<file path="config.mk">
export PLATFORM = sky130hd
export DESIGN_NAME = ring_decoder
export DESIGN_NICKNAME = d
export VERILOG_FILES = /design/src/rtl/ring_pkg.sv /design/src/rtl/ring_onehot_enc.sv /design/src/rtl/ring_decoder.sv
export SDC_FILE = /design/constraint.sdc
export NUM_CORES = 1
export LEC_CHECK = 0
export ABC_CLOCK_PERIOD_IN_PS = 3900
export BUFFER_PORTS_ARGS = -buffer_cell sky130_fd_sc_hd__clkbuf_2
export CORE_AREA = 5 5 42 44
export DETAILED_ROUTE_END_ITERATION = 12
export DIE_AREA = 0 0 47 49
export GPL_TIMING_DRIVEN = 0
export PLACE_DENSITY = 0.69
export SYNTH_ARGS = -nofsm -noshare
export SYNTH_HDL_FRONTEND = slang
export SYNTH_HIERARCHICAL = 1
export SYNTH_SLANG_ARGS = --single-unit
</file>
<file path="constraint.sdc">
create_clock -name clk -period 3.9 [get_ports clk]
set_clock_uncertainty 0.15 [all_clocks]
set_input_delay 0.78 -clock clk [delete_from_list [all_inputs] [get_ports clk]]
set_output_delay 0.78 -clock clk [all_outputs]
set_load 0.05 [all_outputs]
</file>
<file path="src/rtl/ring_pkg.sv">
// Shared types and helpers for the one-hot ring decoder.
// The helper functions work on a MAX_WIDTH-wide vector; callers zero-extend narrower rings.
package ring_pkg;

  typedef enum logic [1:0] {
    HUNT,
    CHECK,
    LOCKED
  } ring_state_e;

  localparam int unsigned MAX_WIDTH      = 32;
  localparam int unsigned MAX_IDXW       = 5;
  // Index the matching ring counter holds out of reset (pattern ...0001)
  localparam int unsigned RING_RESET_IDX = 0;

  function automatic logic is_onehot(input logic [MAX_WIDTH-1:0] vec);
    int unsigned ones;
    ones = 0;
    for (int i = 0; i < MAX_WIDTH; i++) begin
      ones = ones + {31'd0, vec[i]};
    end
    return (ones == 1);
  endfunction

  function automatic logic [MAX_IDXW-1:0] onehot_to_idx(input logic [MAX_WIDTH-1:0] vec);
    logic [MAX_IDXW-1:0] idx;
    idx = '0;
    for (int i = 0; i < MAX_WIDTH; i++) begin
      if (vec[i]) begin
        idx = idx | MAX_IDXW'(i);
      end
    end
    return idx;
  endfunction

endpackage

</file>
<file path="src/rtl/ring_onehot_enc.sv">
// Combinational one-hot to binary encoder with an exactly-one-bit-set flag.
// idx_o is only meaningful when onehot_o is high.
module ring_onehot_enc
  import ring_pkg::*;
#(
  parameter int WIDTH = 4,
  parameter int IDXW  = $clog2(WIDTH)
) (
  input  logic [WIDTH-1:0] vec_i,
  output logic [IDXW-1:0]  idx_o,
  output logic             onehot_o
);

  logic [MAX_WIDTH-1:0] wideVec;

  always_comb begin
    wideVec             = '0;
    wideVec[WIDTH-1:0]  = vec_i;
  end

  assign idx_o    = IDXW'(onehot_to_idx(wideVec));
  assign onehot_o = is_onehot(wideVec);

endmodule

</file>
<file path="src/rtl/ring_decoder.sv">
// Receive-side decoder/monitor for a left-rotating one-hot ring counter (WIDTH <= 32).
// Optional macro RING_DECODER_ERRCNT_EN adds a saturating 16-bit err_count output.
module ring_decoder
  import ring_pkg::*;
#(
  parameter int WIDTH    = 4,
  parameter int IDXW     = $clog2(WIDTH),
  parameter int LOCK_CNT = 2
) (
  input  logic             clk,
  input  logic             reset,
  input  logic             in_valid,
  input  logic [WIDTH-1:0] ring_in,
  output logic [IDXW-1:0]  idx,
  output logic             idx_valid,
  output logic             locked,
  output logic             onehot_err,
  output logic             seq_err,
  output logic             wrap
`ifdef RING_DECODER_ERRCNT_EN
  ,
  output logic [15:0]      err_count
`endif
);

  localparam int            CNTW     = $clog2(LOCK_CNT + 1);
  localparam logic [CNTW:0] LOCK_TGT = (CNTW + 1)'(LOCK_CNT);

  ring_state_e     state_q, state_d;
  logic [CNTW-1:0] count_q, count_d;
  logic [IDXW-1:0] idx_q, idx_d;
  logic            idxValid_q, idxValid_d;
  logic            onehotErr_q, onehotErr_d;
  logic            seqErr_q, seqErr_d;
  logic            wrap_q, wrap_d;

  logic [IDXW-1:0] encIdx;
  logic            encOnehot;
  logic [IDXW-1:0] nextIdx;
  logic            isSucc;
  logic            atTop;

  ring_onehot_enc #(
    .WIDTH (WIDTH),
    .IDXW  (IDXW)
  ) u_enc (
    .vec_i    (ring_in),
    .idx_o    (encIdx),
    .onehot_o (encOnehot)
  );

  // Wrap at WIDTH-1 explicitly so non-power-of-two rings never visit unused codes
  assign atTop   = (idx_q == IDXW'(WIDTH - 1));
  assign nextIdx = atTop ? '0 : idx_q + 1'b1;
  assign isSucc  = (encIdx == nextIdx);

  always_ff @(posedge clk) begin
    if (reset) begin
      state_q     <= HUNT;
      count_q     <= '0;
      idx_q       <= IDXW'(RING_RESET_IDX);
      idxValid_q  <= 1'b0;
      onehotErr_q <= 1'b0;
      seqErr_q    <= 1'b0;
      wrap_q      <= 1'b0;
    end else begin
      state_q     <= state_d;
      count_q     <= count_d;
      idx_q       <= idx_d;
      idxValid_q  <= idxValid_d;
      onehotErr_q <= onehotErr_d;
      seqErr_q    <= seqErr_d;
      wrap_q      <= wrap_d;
    end
  end

  always_comb begin
    state_d     = state_q;
    count_d     = count_q;
    idx_d       = idx_q;
    idxValid_d  = 1'b0;
    onehotErr_d = 1'b0;
    seqErr_d    = 1'b0;
    wrap_d      = 1'b0;

    if (in_valid) begin
      if (!encOnehot) begin
        // A corrupt vector loses all sequence confidence; idx keeps the last good value
        onehotErr_d = 1'b1;
        state_d     = HUNT;
        count_d     = '0;
      end else begin
        idx_d      = encIdx;
        idxValid_d = 1'b1;
        unique case (state_q)
          HUNT: begin
            count_d = '0;
            state_d = CHECK;
          end
          CHECK: begin
            if (isSucc) begin
              if (({1'b0, count_q} + 1'b1) == LOCK_TGT) begin
                state_d = LOCKED;
                count_d = '0;
              end else begin
                count_d = count_q + 1'b1;
              end
            end else begin
              seqErr_d = 1'b1;
              count_d  = '0;
            end
          end
          LOCKED: begin
            if (isSucc) begin
              wrap_d = atTop && (encIdx == '0);
            end else begin
              seqErr_d = 1'b1;
              count_d  = '0;
              state_d  = CHECK;
            end
          end
          default: begin
            state_d = HUNT;
            count_d = '0;
          end
        endcase
      end
    end
  end

  assign idx        = idx_q;
  assign idx_valid  = idxValid_q;
  assign locked     = (state_q == LOCKED);
  assign onehot_err = onehotErr_q;
  assign seq_err    = seqErr_q;
  assign wrap       = wrap_q;

`ifdef RING_DECODER_ERRCNT_EN
  logic [15:0] errCount_q;

  // Counts on the next-state pulses so err_count moves in the same cycle the pulse appears
  always_ff @(posedge clk) begin
    if (reset) begin
      errCount_q <= '0;
    end else if ((onehotErr_d || seqErr_d) && (errCount_q != 16'hFFFF)) begin
      errCount_q <= errCount_q + 16'd1;
    end
  end

  assign err_count = errCount_q;
`endif

endmodule

</file>
### Yosys cells after proc, flatten, opt, wreduce, memory -nomap -nowiden

Index checks and enable logic that the tools add are counted.

| operators by class | value |
|---|---|
| add/subtract/negate cells | 6 |
| equal/unequal tests | 9 |
| muxes and demuxes | 17 |
| bitwise operators | 5 |
| reductions and logical operators | 10 |

Operators with widths:

| kind | number |
|---|---|
| $add A32 B1 Y32 | 2 |
| $eq A32 B1 Y1 const B | 1 |
| $mux W2 | 11 |
| $ne A3 B3 Y1 const B | 3 |
| $pmux W2 S3 | 1 |
| $not A1 Y1 | 5 |
| $reduce_or A5 Y1 | 1 |
| $add A2 B1 Y2 const B | 2 |
| $eq A2 B2 Y1 const B | 2 |
| $logic_not A2 Y1 | 2 |
| $mux W1 | 4 |
| $pmux W2 S2 | 1 |
| $reduce_and A2 Y1 | 2 |
| $reduce_and A4 Y1 | 1 |
| $reduce_or A2 Y1 | 2 |
| $reduce_or A4 Y1 | 1 |
| $add A2 B1 Y3 const B | 1 |
| $eq A3 B2 Y1 const B | 1 |
| $add A1 B1 Y2 | 1 |
| $eq A2 B1 Y1 const B | 1 |
| $eq A2 B2 Y1 | 1 |
| $logic_and A1 B1 Y1 | 1 |

| word-level totals | value |
|---|---|
| register bits after elaboration | 10 |
| input port bits | 7 |
| output and inout bits | 7 |
| logic and storage cells | 54 |

### Depth between registers and ports, before layout

| depth | value |
|---|---|
| depth after elaboration | 7 |
| mapped depth | 11 |
| depth with buffers taken out | 10 |

### Modules after synthesis

The synthesis kept the hierarchy.

Modules (own cells, without submodules):

| module | instances | cells an instance | area an instance (um^2) | seq. area each (um^2) |
|---|---|---|---|---|
| ring_decoder | 1 | 58 | 529.3 | 200.2 |
| ring_onehot_enc | 1 | 11 | 83.8 | 0.0 |

### Least setup slack after synthesis

Ideal clock, no wire load.

| timing path | value |
|---|---|
| path kind | input port to flip-flop |
| from | in ring_in[0] |
| to | reg state_q[0] |
| setup time | 0.070 ns |
| data arrival time | 2.959 ns |
| data required time | 3.680 ns |
| path slack | 0.721 ns |
| cell stages on the path | 11 |
| path buffers | 1 |
| path through | inv_1 fa_1 inv_1 ha_1 ha_1 nor3b_1 buf_6 nand2_1 or3_1 o32a_1 a21oi_1 |

| between the ends | value |
|---|---|
| cells in the longest elaborated chain, start to end | 6 |
| elaborated cells between the ends (all ways) | 9 |
| classes of those cells | 3 x add/sub; 4 x eq/ne; 1 x mux; 1 x reduce/logical |

Ends and longest elaborated chain:

| element | RTL line | source |
|---|---|---|
| start: declaration | ring_decoder.sv:13 | `input logic [WIDTH-1:0] ring_in,` |
| $add A1 B1 Y2 * | ring_pkg.sv:20 | `ones = ones + {31'd0, vec[i]};` |
| $add A32 B1 Y32 * (2 in series) | ring_pkg.sv:20 |  |
| $eq A32 B1 Y1 * | ring_pkg.sv:22 | `return (ones == 1);` |
| via encOnehot | ring_decoder.sv:38 | `logic encOnehot;` |
| $ne A3 B3 Y1 (no source line) | -- |  |
| $reduce_and A4 Y1 (no source line) | -- |  |
| end signal: assignment | ring_decoder.sv:67 | `state_q <= state_d;` |
| end: declaration | ring_decoder.sv:29 | `ring_state_e state_q, state_d;` |

Mark *: on every way through the listed nets, which the timed path passes. The rest lies on a longest branch.
A chain may end at the register's enable or synchronous reset.

### Worst setup path after layout

Same ends and word-level chain as after synthesis.

==> Implementation_results.wiki <==
{| class="wikitable"
! Metric !! Value
|-
| Clock tree from TritonCTS || built
|-
| R2r worst-path depth || 5
|-
| Unrepaired setup endpoints after global routing || false
|-
| Peak VDD IR || 294 µV
|-
| Time the final worst path needs with I/O delays and setup || 3.14 ns
|-
| Number of synthesis warnings || 6
|-
| Post-synth top area cell || dfxtp_1
|-
| Largest cells by area after synthesis || dfxtp_1 (33%), ha_1 (14%), inv_1 (4.9%)
|-
| Share of cells above drive strength 1 || 22.4%
|-
| Via count of the first global-routing pass || 483
|-
| Depth of the worst hold-timing path || 2
|-
| Register area || 200 µm²
|-
| Power Dens Cells || 372 mW/mm²
|-
| Effective utilization at floorplan || 43.7%
|-
| Routed len/inst || 11.0 µm
|-
| Commonest cells in the netlist || dfxtp_1 (10), inv_1 (8), ha_1 (7), nand2_1 (6), a21oi_1 (5)
|-
| Vert. Die Dim || 49 µm
|-
| Flip-flop and latch count after synthesis || 10
|-
| Filler cells || 140
|-
| TritonCTS Sinks || 10
|-
| Cell area after placement || 693 µm²
|-
| Maximum count of clock buffers along a single path || 2
|-
| Remaining global-route overflow || 0
|-
| Most used DFF post-synth || dfxtp_1
|-
| Number of buffers inserted during clock tree synthesis || 3
|-
| Achievable clock frequency || 318 MHz
|-
| Clock transition at the registers of the reported paths || 0.06 ns
|-
| Global router's overall resource usage || 12.0%
|-
| Area of all placed cells without fillers || 729 µm²
|-
| Final weighted congestion of routability-driven global placement || 0.766
|-
| Share of the clock period used by the worst path || 80.6%
|-
| Final number of setup-violating endpoints || 0
|-
| Placeable Area || 0.00140 mm²
|-
| Global-route wire length before repair || 2070 µm
|-
| Area of the multi-input gates || 364 µm²
|-
| Post-DP HPWL || 917 µm
|-
| Number of different library cells in the post-synthesis netlist || 27
|-
| Routed vias/inst || 5.18
|-
| Critical path data arrival time || 3.19 ns
|-
| DRC violations left || 0
|-
| Skew-Pair Late Insertion Delay || 0.26 ns
|-
| Net Count, Synth || 84
|-
| Cell area after technology mapping || 613 µm²
|-
| Initial antenna violation count || 0
|-
| Quantity of gates resized following cts || 0
|-
| Portion of synthesized cell area occupied by the leading cell type || 32.7%
|-
| Width of the chip || 47 µm
|-
| Maximum number of pins on one net before global-route repair || 11
|-
| Syn Area/Cell || 8.89 µm²
|-
| Hold violation total from the final report || 0
|-
| Leakage || 0.330 nW
|-
| Final wirelength || 1110 µm
|-
| Number of levels in the clock H-tree || 1
|-
| Post-layout net count || 101
|-
| Synth async-reset ratio || 0%
|-
| 1st-pass router iterations || 4
|-
| CP startpoint kind || input pin
|-
| Root Driver || clkbuf_4
|-
| Outcome || completed
|-
| Worst setup path category || in2reg
|-
| Count of hold-fix buffers inserted at cts || 0
|-
| Endpoint required time on the critical path || 3.95 ns
|-
| Count of nets left with antenna violations after detail routing || 0
|-
| Detailed router's first-iteration violation count || 15
|-
| Number of enable-type register cells in the synthesized netlist || 0
|-
| Diodes inserted || 0
|-
| Setup bufs post-CTS || 0
|-
| Row count || 14
|-
| Post-synthesis instance total || 69
|-
| Transition at the pin with the smallest max-transition slack || 0.794 ns
|-
| Growth of design area from synthesis to finish || 19.0%
|-
| Max-cap check violation count || 0
|-
| Share of synthesized area occupied by flip-flops and latches || 32.7%
|-
| HP Class || reg2reg
|-
| Ports placed on the boundary || 14
|-
| Count of final max-slew check failures || 0
|-
| Post-route core utilization || 52.1%
|-
| Most used standard cell by instance count after synthesis || dfxtp_1
|-
| IO buf count || 12
|-
| Total die area || 0.00230 mm²
|-
| Worst-path fanout max || 10
|-
| Max-slew headroom || 46.3%
|-
| Crit. End Element || flip-flop
|-
| Setup TNS || 0 ns
|-
| Total number of vias || 523
|}
layout make-up:
cell class,instances,share of cell area (%)
multi-input combinational,49,49.9
inverter,8,4.12
sequential,10,27.4
tap,16,2.74
clock buffer,4,4.97
buffer,2,2.57
timing repair buffer,12,8.23
flip-flops by register name, summed over array words and instances, names as in the netlist:
signal and count:
seq_err 1, wrap 1, state_q 2, onehot_err 1, count_q 2, idx 2, idx_valid 1
power by group:
group          leakage, nW  internal, mW  switching [mW]
logic                0.228        0.0253          0.0441
clock network       0.0210        0.0567          0.0347
registers           0.0811         0.107         0.00364
placed cells by master, fill, tap and decap left out, types with 2 or more instances in the layout:
| cell | netlist | layout |
|---|---|---|
| nor3_1 | 3 | 3 |
| nor2_1 | 3 | 3 |
| clkbuf_4 | 0 | 3 |
| o211ai_1 | 3 | 3 |
| nand2_1 | 6 | 6 |
| nor3b_1 | 3 | 3 |
| or2_1 | 2 | 2 |
| nand3_1 | 3 | 3 |
| inv_1 | 8 | 8 |
| dfxtp_1 | 10 | 10 |
| ha_1 | 7 | 7 |
| a21oi_1 | 5 | 5 |
| clkbuf_2 | 0 | 12 |
through the flow:
stage / hold slack [ns] / power [mW] / setup slack [ns] / std cells
after global placement: 0.286 / 0.181 / 0.503 / 97
after CTS: 0.301 / 0.276 / 0.752 / 101
after global routing: 0.331 / 0.292 / 0.582 / 101
final: 0.294 / 0.271 / 0.757 / 101
after detailed placement: 0.291 / 0.183 / 0.474 / 97
after floorplan: 0.276 / 0.166 / 0.721 / 69
layer usage:
metal	global-route usage, %	share of wire [%]
met1	15.9	46
met2	17.6	47
met3	6.64	6.5
met4	1.38	0.36
met5	0	0
critical path, stage by stage:
cell	delay [ns]
clkbuf_2	0.07
inv_1	0.05
fa_1	0.54
inv_1	0.04
ha_1	0.17
ha_1	0.26
nor3b_1	0.24
buf_6	0.17
nand2_1	0.11
or3_1	0.33
o32a_1	0.29
a21oi_1	0.14
logic make-up (layout without fill, tap and decap cells):
logic type,after synthesis,in the layout,share of synthesized area [%]
AOI/OAI and AO/OA,13,13,15.1
and+or+nand+nor,27,27,25.3
adders and majority gates,8,8,17.6
buffers and inverters,10,26,7.96
xor gates and xnor gates,1,1,1.43
DFF,10,10,32.7
worst paths after layout:
kind | start | to | slack [ns]
worst max register to register | idx[0]$_SDFFE_PP0P_ | state_q[0]$_SDFFE_PP0P_ | 1.80
worst max-delay path | ring_in[0] | state_q[0]$_SDFFE_PP0P_ | 0.76
worst min-delay path | count_q[1]$_SDFFE_PP0P_ | count_q[1]$_SDFFE_PP0P_ | 0.29
worst min register to register | count_q[1]$_SDFFE_PP0P_ | count_q[1]$_SDFFE_PP0P_ | 0.29
Note: power is estimated with default switching activity, not from simulation.
